File: src/rtl/led_row_scan_ctrl_pkg.sv
// Shared definitions for the 8x8 LED row scanner: array geometry and scan FSM encoding.
package led_row_scan_ctrl_pkg;

  localparam int unsigned NUM_ROWS = 8;
  localparam int unsigned ROW_W    = 3;
  localparam int unsigned COL_W    = 8;

  typedef enum logic [1:0] {
    IDLE = 2'd0,
    BLK  = 2'd1,
    SHOW = 2'd2
  } scan_state_t;

endpackage

File: src/rtl/led_frame_dbuf.sv
// Double-buffered 8x8 frame store: writes always land in the back bank, reads come from the front bank.
module led_frame_dbuf
  import led_row_scan_ctrl_pkg::*;
(
  input  logic             clk,
  input  logic             rst,
  input  logic             wr_en,
  input  logic [ROW_W-1:0] wr_row,
  input  logic [COL_W-1:0] wr_data,
  input  logic             swap,
  input  logic [ROW_W-1:0] rd_row,
  output logic [COL_W-1:0] rd_data_c
);

  logic [COL_W-1:0] bank0 [NUM_ROWS];
  logic [COL_W-1:0] bank1 [NUM_ROWS];
  logic             front_sel;

  // Write target uses the pre-edge front_sel, so a write in the swap cycle ends up in the new front.
  always_ff @(posedge clk) begin
    if (rst) begin
      for (int i = 0; i < int'(NUM_ROWS); i++) begin
        bank0[i] <= '0;
        bank1[i] <= '0;
      end
      front_sel <= 1'b0;
    end else begin
      if (wr_en) begin
        if (front_sel) bank0[wr_row] <= wr_data;
        else           bank1[wr_row] <= wr_data;
      end
      if (swap) front_sel <= ~front_sel;
    end
  end

  assign rd_data_c = front_sel ? bank1[rd_row] : bank0[rd_row];

endmodule

File: src/rtl/led_row_scan_ctrl.sv
// Row scanner for the 8x8 LED array: blank/show sequencing per row with tear-free buffer swap at frame end.
module led_row_scan_ctrl
  import led_row_scan_ctrl_pkg::*;
#(
  parameter int unsigned DWELL_CYCLES = 1000,
  parameter int unsigned BLANK_CYCLES = 16
) (
  input  logic             clk,
  input  logic             rst,
  input  logic             enable,
  input  logic             wr_en,
  input  logic [ROW_W-1:0] wr_row,
  input  logic [COL_W-1:0] wr_data,
  input  logic             swap_req,
  output logic             swap_ack,
  output logic [ROW_W-1:0] row_sel,
  output logic [COL_W-1:0] col,
  output logic             blank,
  output logic             frame_st
);

  localparam int unsigned MAX_CYC = (DWELL_CYCLES > BLANK_CYCLES) ? DWELL_CYCLES : BLANK_CYCLES;
  localparam int unsigned CNT_W   = $clog2(MAX_CYC + 1);
  localparam logic [CNT_W-1:0] DWELL_LAST = CNT_W'(DWELL_CYCLES - 1);
  localparam logic [CNT_W-1:0] BLANK_LAST = CNT_W'(BLANK_CYCLES - 1);
  localparam logic [ROW_W-1:0] LAST_ROW   = ROW_W'(NUM_ROWS - 1);

  scan_state_t      state_q, state_d;
  logic [CNT_W-1:0] cnt_q, cnt_d;
  logic [ROW_W-1:0] row_d;
  logic [COL_W-1:0] col_d;
  logic             blank_d;
  logic             frame_st_d;
  logic             swap_now;
  logic             swap_pend_q, swap_pend_d;
  logic [COL_W-1:0] front_col;

  led_frame_dbuf u_dbuf (
    .clk       (clk),
    .rst       (rst),
    .wr_en     (wr_en),
    .wr_row    (wr_row),
    .wr_data   (wr_data),
    .swap      (swap_now),
    .rd_row    (row_sel),
    .rd_data_c (front_col)
  );

  always_ff @(posedge clk) begin
    if (rst) begin
      state_q     <= BLK;
      cnt_q       <= '0;
      row_sel     <= '0;
      col         <= '0;
      blank       <= 1'b1;
      swap_ack    <= 1'b0;
      frame_st    <= 1'b0;
      swap_pend_q <= 1'b0;
    end else begin
      state_q     <= state_d;
      cnt_q       <= cnt_d;
      row_sel     <= row_d;
      col         <= col_d;
      blank       <= blank_d;
      swap_ack    <= swap_now;
      frame_st    <= frame_st_d;
      swap_pend_q <= swap_pend_d;
    end
  end

  // Next state plus the output values that accompany it, so outputs move on the same edge as the state.
  always_comb begin
    state_d    = state_q;
    cnt_d      = cnt_q + CNT_W'(1);
    row_d      = row_sel;
    col_d      = '0;
    blank_d    = 1'b1;
    frame_st_d = 1'b0;
    swap_now   = 1'b0;

    if (!enable) begin
      state_d = IDLE;
      cnt_d   = '0;
      row_d   = '0;
    end else begin
      unique case (state_q)
        IDLE: begin
          state_d    = BLK;
          cnt_d      = '0;
          row_d      = '0;
          frame_st_d = 1'b1;
        end
        BLK: begin
          if (cnt_q == BLANK_LAST) begin
            state_d = SHOW;
            cnt_d   = '0;
            col_d   = front_col;
            blank_d = 1'b0;
          end
        end
        SHOW: begin
          col_d   = front_col;
          blank_d = 1'b0;
          if (cnt_q == DWELL_LAST) begin
            state_d = BLK;
            cnt_d   = '0;
            row_d   = row_sel + ROW_W'(1);
            col_d   = '0;
            blank_d = 1'b1;
            // Leaving the last row is the only point where the front buffer may change.
            if (row_sel == LAST_ROW) begin
              frame_st_d = 1'b1;
              swap_now   = swap_pend_q;
            end
          end
        end
        default: begin
          state_d = IDLE;
          cnt_d   = '0;
          row_d   = '0;
        end
      endcase
    end

    swap_pend_d = (swap_pend_q & ~swap_now) | swap_req;
  end

endmodule
File: config.mk
export PLATFORM = sky130hd
export DESIGN_NAME = led_row_scan_ctrl
export DESIGN_NICKNAME = d
export VERILOG_FILES = /design/src/rtl/led_row_scan_ctrl_pkg.sv /design/src/rtl/led_frame_dbuf.sv /design/src/rtl/led_row_scan_ctrl.sv
export SDC_FILE = /design/constraint.sdc
export NUM_CORES = 1
export LEC_CHECK = 0
export CAP_MARGIN = 15
export CORE_MARGIN = 8
export CORE_UTILIZATION = 50
export DETAILED_ROUTE_END_ITERATION = 7
export PLACE_DENSITY = 0.78
export SETUP_SLACK_MARGIN = 0.2
export SLEW_MARGIN = 20
export SYNTH_ARGS = -nofsm -noshare
export SYNTH_HDL_FRONTEND = slang
export SYNTH_SLANG_ARGS = --single-unit
File: constraint.sdc
create_clock -name clk -period 5.7 [get_ports clk]
set_clock_uncertainty 0.15 [all_clocks]
set_input_delay 1.14 -clock clk [delete_from_list [all_inputs] [get_ports clk]]
set_output_delay 1.14 -clock clk [all_outputs]
set_load 0.1 [all_outputs]
After elaboration in Yosys (flattened, before gate mapping)
Memories as Yosys holds them, arrays and structs flattened. A register that Yosys moved wholly into a read port is not among the register bits.
Index checks and enable logic that the tools add are counted.
{"block": "op_classes", "reduce_logical": 7, "muxes": 43, "eq_ne": 9, "bitwise": 6, "add_sub_neg": 2}
{"cell": "2-to-1 mux 8 bit", "n": 5}
{"cell": "2-to-1 mux 1 bit", "n": 21}
{"cell": "2-to-1 mux 3 bit", "n": 7}
{"cell": "2-to-1 mux 10 bit", "n": 2}
{"cell": "case mux 10 bit (2 select lines)", "n": 1}
{"cell": "case mux 8 bit (2 select lines)", "n": 1}
{"cell": "OR reduction 8 bit", "n": 2}
{"cell": "adder 10 x 1 -> 10 bit, second input constant", "n": 1}
{"cell": "equality test 10 bit, second input constant", "n": 1}
{"cell": "equality test 10 x 4 -> 1 bit, second input constant", "n": 1}
{"cell": "!= test 3 bit, second input constant", "n": 2}
{"cell": "case mux 2 bit (3 select lines)", "n": 1}
{"cell": "case mux 3 bit (2 select lines)", "n": 1}
{"cell": "AND reduction 2 bit", "n": 3}
{"cell": "2-to-1 mux 2 bit", "n": 2}
{"cell": "!= test 2 bit, second input constant", "n": 2}
{"cell": "inverter 1 bit", "n": 4}
{"cell": "case mux 1 bit (2 select lines)", "n": 2}
{"cell": "adder 3 x 1 -> 3 bit, second input constant", "n": 1}
{"cell": "equality test 3 bit, second input constant", "n": 1}
{"cell": "equality test 2 x 1 -> 1 bit, second input constant", "n": 1}
{"cell": "equality test 2 bit, second input constant", "n": 1}
{"cell": "logical NOT 2 bit", "n": 1}
{"cell": "OR reduction 2 bit", "n": 1}
{"cell": "2 further kinds", "n": 2}
{"block": "totals", "mem_count": 2, "input_bits": 16, "elab_cells": 79, "ff_bits": 28, "output_inout_bits": 14, "mem_bits_rw": 128}
{"name": "u_dbuf.bank0", "words": 8, "word_bits": 8, "read_ports": 1, "rd_clocked_by_memory_dff": 1, "write_ports": 8, "line": "led_frame_dbuf.sv:15", "rtl": "logic [COL_W-1:0] bank0 [NUM_ROWS];"}
{"name": "u_dbuf.bank1", "words": 8, "word_bits": 8, "read_ports": 1, "rd_clocked_by_memory_dff": 1, "write_ports": 8, "line": "led_frame_dbuf.sv:16", "rtl": "logic [COL_W-1:0] bank1 [NUM_ROWS];"}

Longest topological paths before layout
Gate-level depths: netlist (run 1).
{"block": "depth", "depth_word": 8, "ltp_mapped": 6, "mapped_depth_nobuf": 6}

Modules after synthesis
A second synthesis (run 1) with hierarchy kept.
{"block": "hier_totals", "hier_cells": 513, "hier_area_um2": 7166.9}
{"mod": "led_frame_dbuf", "cells_each": 395, "n_inst": 1, "area_per_inst_um2": 6003.3, "seq_area_each_um2": 3863.7}
{"mod": "led_row_scan_ctrl", "cells_each": 118, "n_inst": 1, "area_per_inst_um2": 1163.6, "seq_area_each_um2": 540.5}

Least setup slack after synthesis (run 1)
OpenSTA, ideal clock, no wires.
{"block": "synth_path", "path_type": "input -> register", "start": "in wr_row[0]", "end": "mem u_dbuf.bank0[0][0] (enable)", "path_stages": 4, "slack_ns": 3.112, "setup_time_ns": 0.310, "required_time_ns": 5.240, "arrival_time_ns": 2.128, "path_cell_list": "nor3b_1 nand2_1 nor3_1 or2_2"}
{"element": "start: declaration", "line": "led_row_scan_ctrl.sv:12", "rtl": "input logic [ROW_W-1:0] wr_row,"}
{"element": "end: declaration", "line": "led_frame_dbuf.sv:15"}

==> results of run 1 <==
==> worst paths after layout <==
kind                                           end  slack [ns]  depth (start not counted)
setup / recovery  u_dbuf.bank0[0][6]$_SDFFCE_PN0P_        2.39                          6
hold / removal                 cnt_q[0]$_SDFF_PP0_        0.31                          1
setup reg to reg  u_dbuf.bank0[1][1]$_SDFFCE_PN0P_        3.08                          3
hold reg to reg                cnt_q[0]$_SDFF_PP0_        0.31                          1
==> through the flow <==
step                      hold slack, ns  instances  total power [mW]
after floorplan                   0.2675        479             1.405
after global placement            0.2785        672             1.459
after detailed placement          0.2948        672             1.465
after CTS                         0.3135        704             2.512
after global routing              0.3431        704             2.570
final                             0.3098        704             2.499
==> cells by family after synthesis <==
logic type | after synthesis
and+or+nand+nor | 222
xor gates and xnor gates | 8
AOI/OAI and AO/OA | 16
muxes | 41
adders and majority gates | 7
DFF | 159
buffers and inverters | 26
==> flip-flops by register name (all words and copies together) (netlist names), named ones only <==
register,count
swap_ack,1
swap_pend_q,1
u_dbuf.front_sel,1
state_q,2
cnt_q,10
u_dbuf.bank0,64
col,8
u_dbuf.bank1,64
blank,1
frame_st,1
row_sel,3
==> critical path: stages <==
cell,delay (ns)
clkdlybuf4s50_1,0.40
buf_4,0.22
nor3b_1,0.32
nand2_1,0.22
nor3_1,0.60
or2_2,0.35
==> area by class of cell <==
| cell class | count | area share, % |
|---|---|---|
| clock inverter | 11 | 1.148 |
| inverter | 7 | 0.3258 |
| clock buffer | 21 | 5.709 |
| sequential | 159 | 55.37 |
| timing repair buffer | 32 | 3.878 |
| tap | 180 | 2.792 |
| multi-input combinational | 294 | 30.78 |
==> layer usage <==
metal  track usage (%)  vias up  routed length, µm
met1             21.74     2011               5977
met4             7.486        0                330
li1                  -     1815                  -
met2             28.61      207               7433
met3             6.389       22               1575
met5                 0        -                  0
==> layout by cell type, fill, tap and decap left out, types with 3 or more instances in the layout <==
| cell type | n |
|---|---|
| a21oi_1 | 4 |
| inv_1 | 7 |
| or2_2 | 16 |
| and4_1 | 4 |
| nor3_1 | 6 |
| o21ai_0 | 4 |
| dfxtp_1 | 30 |
| clkinvlp_4 | 4 |
| mux4_2 | 40 |
| nand2_1 | 7 |
| clkinv_2 | 4 |
| clkdlybuf4s50_1 | 29 |
| xnor2_1 | 7 |
| nor2b_1 | 10 |
| buf_4 | 3 |
| nand2b_1 | 4 |
| nor2_1 | 31 |
| nand3_1 | 6 |
| clkbuf_16 | 17 |
| edfxtp_1 | 128 |
| ha_1 | 7 |
| and2_1 | 129 |
==> where the power goes <==
part / internal [mW] / switching (mW)
registers: 1.31 / 0.0227
logic: 0.0445 / 0.0685
clock network: 0.619 / 0.437
==> summary.md, run 1 <==
| Metric | Value |
|---|---|
| Mux cell area share after synthesis | approximately an eighth |
| Drt drc | 0 |
| Gr ovfl total | 0 |
| Drt wl/cell | between 20 and 25 µm |
| Max Slew Vio Count | 0 |
| Area of the multi-input gates | 0.002482 mm² |
| Fin util | 58.33% |
| H-Tree Depth | 4 |
| Vias | about 4100 |
| Die span in x | 134.9 µm |
| CTS Hold Buffers Added | 0 |
| CTS sink cnt | ~160 |
| Site Rows | 43 |
| Crit-path max FO | 25 |
| Die height | between 100 and 150 µm |
| Worst EP required | around 5.7 ns |
| Vias in the first global route | approximately 4100 |
| RSZ-0062 raised after global routing | no |
| Mapped Cells | between 400 and 500 |
| Setup TNS | 0 ns |
| Worst-Margin Slew | a little under 1 ns |
| CTS tree | yes |
| Most common library cells after synthesis | and2_1, edfxtp_1, mux4_2 |
| Final Cell Area | 0.008065 mm² |
| Placed cell area | 0.007512 mm² |
| Setup repair bufs after CTS | 0 |
| Gpl congestion | between 0.8 and 0.9 |
| Distinct cells, synth | 35 |
| DP Worst Slack | 2.003 ns |
| Share of layout cells above drive strength 1 | between 10% and 20% |
| Setup violators final | 0 |
| Synth Area in Simple Gates | 18.44% |
| R2R Path Start | u_dbuf.front_sel$_SDFFE_PP0P_ |
| Setup ws final | around 2.4 ns |
| Gr usage total | about 18% |
| Via density | roughly 5.8 |
| EDFF count, synth | 128 |
| CTS Buf Count | 17 |
| Post-layout min period | approximately 3.3 ns |
| IO Count | 30 |
| Hold_sp | cnt_q[0]$_SDFF_PP0_ |
| Critical Path Sink Type | flip-flop |
| Largest net degree at the start of global routing | 33 |
| FF+latch count, synth | approximately 160 |
| Mapped Area | 0.007072 mm² |
| Max frequency | slightly above 300 MHz |
| Worst EP arrival | 3.27 ns |
| Root Driver | clkbuf_16 |
| Post-Synth Adder-Cell Area | under 10% |
| Power density cells | about 310 mW/mm² |
| Clock buffer depth | 2 |
| DP Wirelength | 10.55 mm |
| Post-synth top area cell | edfxtp_1 |
| Post-CTS resize count | 0 |
| Share of Yosys cell area claimed by the top area cell type | a little over half |
| Status | complete, no violations |
| First-pass GRT wire length | approximately 24 mm |
| ANT cells | 0 |
| Syn Nets | ~500 |
| Ys Warns | 0 |
| Antenna violations before repair | 0 |
| Syn-to-layout area delta | 14.05% |
| FF/Latch Area | roughly 0.0045 mm² |
| Core area | 0.01383 mm² |
| Crit share post-route | between 50% and 60% |
| IO Port Bufs | 29 |
| Synth async-reset ratio | 0% |
| VDD IR max | about 0.23 mV |
| Net count, final | approximately 530 |
| Synth top area cells | edfxtp_1, mux4_2, and2_1, dfxtp_1, nor2_1 |
| Leak | between 2 and 3 nW |
| Primary FF master, synth | edfxtp_1 |
| Post-DRT Antenna Nets | 0 |
| First-pass DRT Iterations | 7 |
| Synthesized area per cell | roughly 15 µm² |
| Die ar. | between 0.015 and 0.02 mm² |
| Synth Area in Compound Gates | ~1.5% |
| Worst Hold Class | flip-flop to flip-flop |
| DRT iter0 DRCs | 333 |
| Clock Latency Late Sink | roughly 0.43 ns |
| Rel. slew slack | a little over a third |
| Drt total wl | about 15 mm |
| Worst setup SP type | input port |
| Initial Util | between 50% and 60% |
| Fillers | about 1000 |
| Largest family of logic cells by synthesized area | simple AND/OR/NAND/NOR gates |
| Sequential area share after synthesis | between 60% and 70% |
| Crit. Startpoint | rst |
| Synth Area in XOR/XNOR | less than 1% |
| Clk slew on worst S/H paths | around 0.06 ns |
| Most frequent cell after synthesis | and2_1 |
| Max-cap viol count | 0 |
| Crit Path Category | input port to flip-flop |
| Final hold violation count | 0 |
Power figures use the tool's default switching activity.
==> run 2: changes to the inputs <==
--- a/config.mk
+++ b/config.mk
@@ -9,7 +9,7 @@
 export CORE_MARGIN = 8
 export CORE_UTILIZATION = 50
 export DETAILED_ROUTE_END_ITERATION = 7
-export PLACE_DENSITY = 0.78
+export PLACE_DENSITY = 0.8
 export SETUP_SLACK_MARGIN = 0.2
 export SLEW_MARGIN = 20
 export SYNTH_ARGS = -nofsm -noshare
==> constraint.sdc (replaced) <==
create_clock -name clk -period 2.9 [get_ports clk]
set_clock_uncertainty 0.15 [all_clocks]
set_input_delay 0.58 -clock clk [delete_from_list [all_inputs] [get_ports clk]]
set_output_delay 0.58 -clock clk [all_outputs]
set_load 0.1 [all_outputs]
==> run 2 against run 1 <==
  * Wire length fell by 2.5%
  * Setup slack got worse by 1.8 ns
  * Critical path depth fell by 1
  * Highest routed layer unchanged
  * Utilization rose by 1.2 points
  * Largest power group unchanged
==> summary.md, run 2 (synthesized netlist as in run 1, its figures left out) <==
| Metric | Value |
|---|---|
| Most frequent cells in the layout | and2_1, edfxtp_1, mux4_2 |
| DP Wirelength | 10.32 mm |
| Initial Util | approximately half |
| Fillers | 1013 |
| Drt drc | 0 |
| Post-DRT Antenna Nets | 0 |
| DRT iter0 DRCs | approximately 340 |
| Non-Filler Instances | between 700 and 800 |
| Worst EP required | between 3 and 4 ns |
| Rel. slew slack | around half |
| Wire length on met1 | between 6 and 7 mm |
| Post-CTS resize count | 0 |
| Gpl congestion | ~0.8 |
| Worst EP arrival | approximately 2.4 ns |
| Clock buffer depth | 2 |
| Crit-path max FO | 9 |
| Gr usage total | around 18% |
| Vias in the first global route | roughly 4200 |
| Largest net degree at the start of global routing | 30 |
| IO Port Bufs | 29 |
| Gr ovfl total | 0 |
| Power density cells | between 600 and 700 mW/mm² |
| Max Slew Vio Count | 0 |
| CTS Hold Buffers Added | 0 |
| Worst setup SP type | flip-flop |
| Leak | between 2 and 3 nW |
| First-pass DRT Iterations | 5 |
| Crit share post-route | between 70% and 80% |
| Site Rows | 43 |
| Top flop regs | u_dbuf.bank0 x64, u_dbuf.bank1 x64, cnt_q x10 |
| Metal3 WL | between 1 and 1.5 mm |
| Setup repair bufs after CTS | 0 |
| Hold_sp | cnt_q[0]$_SDFF_PP0_ |
| Drt total wl | about 15 mm |
| CTS sink cnt | between 150 and 200 |
| DR top layer | met4 |
| WL met2 | 7.190 mm |
| Clk slew on worst S/H paths | roughly 0.060 ns |
| Clock Latency Late Sink | approximately 0.42 ns |
| H-Tree Depth | 4 |
| Die height | ~130 µm |
| Antenna violations before repair | 0 |
| Setup violators final | 0 |
| Core area | between 0.01 and 0.015 mm² |
| First-pass GRT wire length | 23.49 mm |
| Critical Path Sink Type | flip-flop |
| Share of layout cells above drive strength 1 | between 20 and 25% |
| Syn-to-layout area delta | 16.31% |
| Placed insts | 688 |
| Max-cap viol count | 0 |
| Worst Hold Class | flip-flop to flip-flop |
| CTS Buf Count | 17 |
| Root Driver | clkbuf_16 |
| Vias | ~4100 |
| Die ar. | 0.01820 mm² |
| Status | complete, no violations |
| Max frequency | 433.2 MHz |
| R2r setup slk | between 0.5 and 0.6 ns |
| Via density | 5.633 |
| Post-layout min period | around 2.3 ns |
| Die span in x | 134.9 µm |
| Drt wl/cell | around 21 µm |
| Final hold violation count | 0 |
| CTS tree | yes |
| Crit. Startpoint | cnt_q[0]$_SDFF_PP0_ |
| Commonest non-fill, non-tap cell in the layout | and2_1 |
| RSZ-0062 raised after global routing | no |
| WHS | a little over 0.3 ns |
| VDD IR max | 0.4378 mV |
| Setup TNS | 0 ns |
| R2R Path Start | cnt_q[0]$_SDFF_PP0_ |
| Crit Path Category | flip-flop to flip-flop |
| Worst-Margin Slew | slightly above 0.7 ns |
| ANT cells | 0 |
| Net count, final | between 500 and 600 |
| IO Count | 30 |
[run 2: cell types whose count changed in the layout (fill, tap and decap cells not counted), sizes merged]
| cell | before | now |
|---|---|---|
| clkbuf | 21 | 19 |
| clkinv | 5 | 9 |
| buf | 3 | 33 |
| clkinvlp | 4 | 0 |
| bufinv | 1 | 4 |
| clkdlybuf4s50 | 29 | 15 |
| inv | 8 | 7 |
[run 2: worst max-delay path: stages (launching register included)]
cell	delay [ns]
dfxtp_1	0.35
ha_1	0.23
nor4bb_1	0.41
a31oi_1	0.33
o211ai_1	0.59
nor2b_1	0.10
[run 2: worst paths after layout]
check | depth (start not counted) | to
min reg2reg | 1 | cnt_q[0]$_SDFF_PP0_
max reg2reg | 5 | col[6]$_SDFF_PP0_
min | 1 | cnt_q[0]$_SDFF_PP0_
max | 5 | col[6]$_SDFF_PP0_
[run 2: power breakdown]
group          internal, mW  switching [mW]
Clock                  1.43           0.858
Combinational        0.0905           0.134
Sequential             2.57          0.0353
[run 2: area by class of cell]
cell class              count  area [µm²]  area share [%]
flip-flops and latches    159        4466           54.29
multi-input cells         294        2482           30.18
clock buffers              19       432.9           5.263
repair buffers             48       422.9           5.141
well taps                 180       225.2           2.738
clock inverters            13       170.2           2.069
inverters                   7       26.28          0.3194
[run 2: per-stage QoR]
| step | instance area (µm²) | utilization [%] | total power, mW | setup WS (ns) |
|---|---|---|---|---|
| floorplan | 7072 | - | 2.761 | 0.7740 |
| global placement | 7622 | 55.13 | 2.863 | 0.3775 |
| detailed placement | 7622 | 55.13 | 2.875 | 0.2800 |
| CTS | 8225 | 59.49 | 5.135 | 0.5832 |
| global route | 8225 | 59.49 | 5.251 | 0.3201 |
| finish | 8225 | 59.49 | 5.113 | 0.5913 |
[run 2: layer usage]
metal | track usage, % | up-vias
li1 | - | 1852
met1 | 22.10 | 2011
met2 | 28.23 | 173
met3 | 5.126 | 20
met4 | 6.925 | 0
met5 | 0 | -
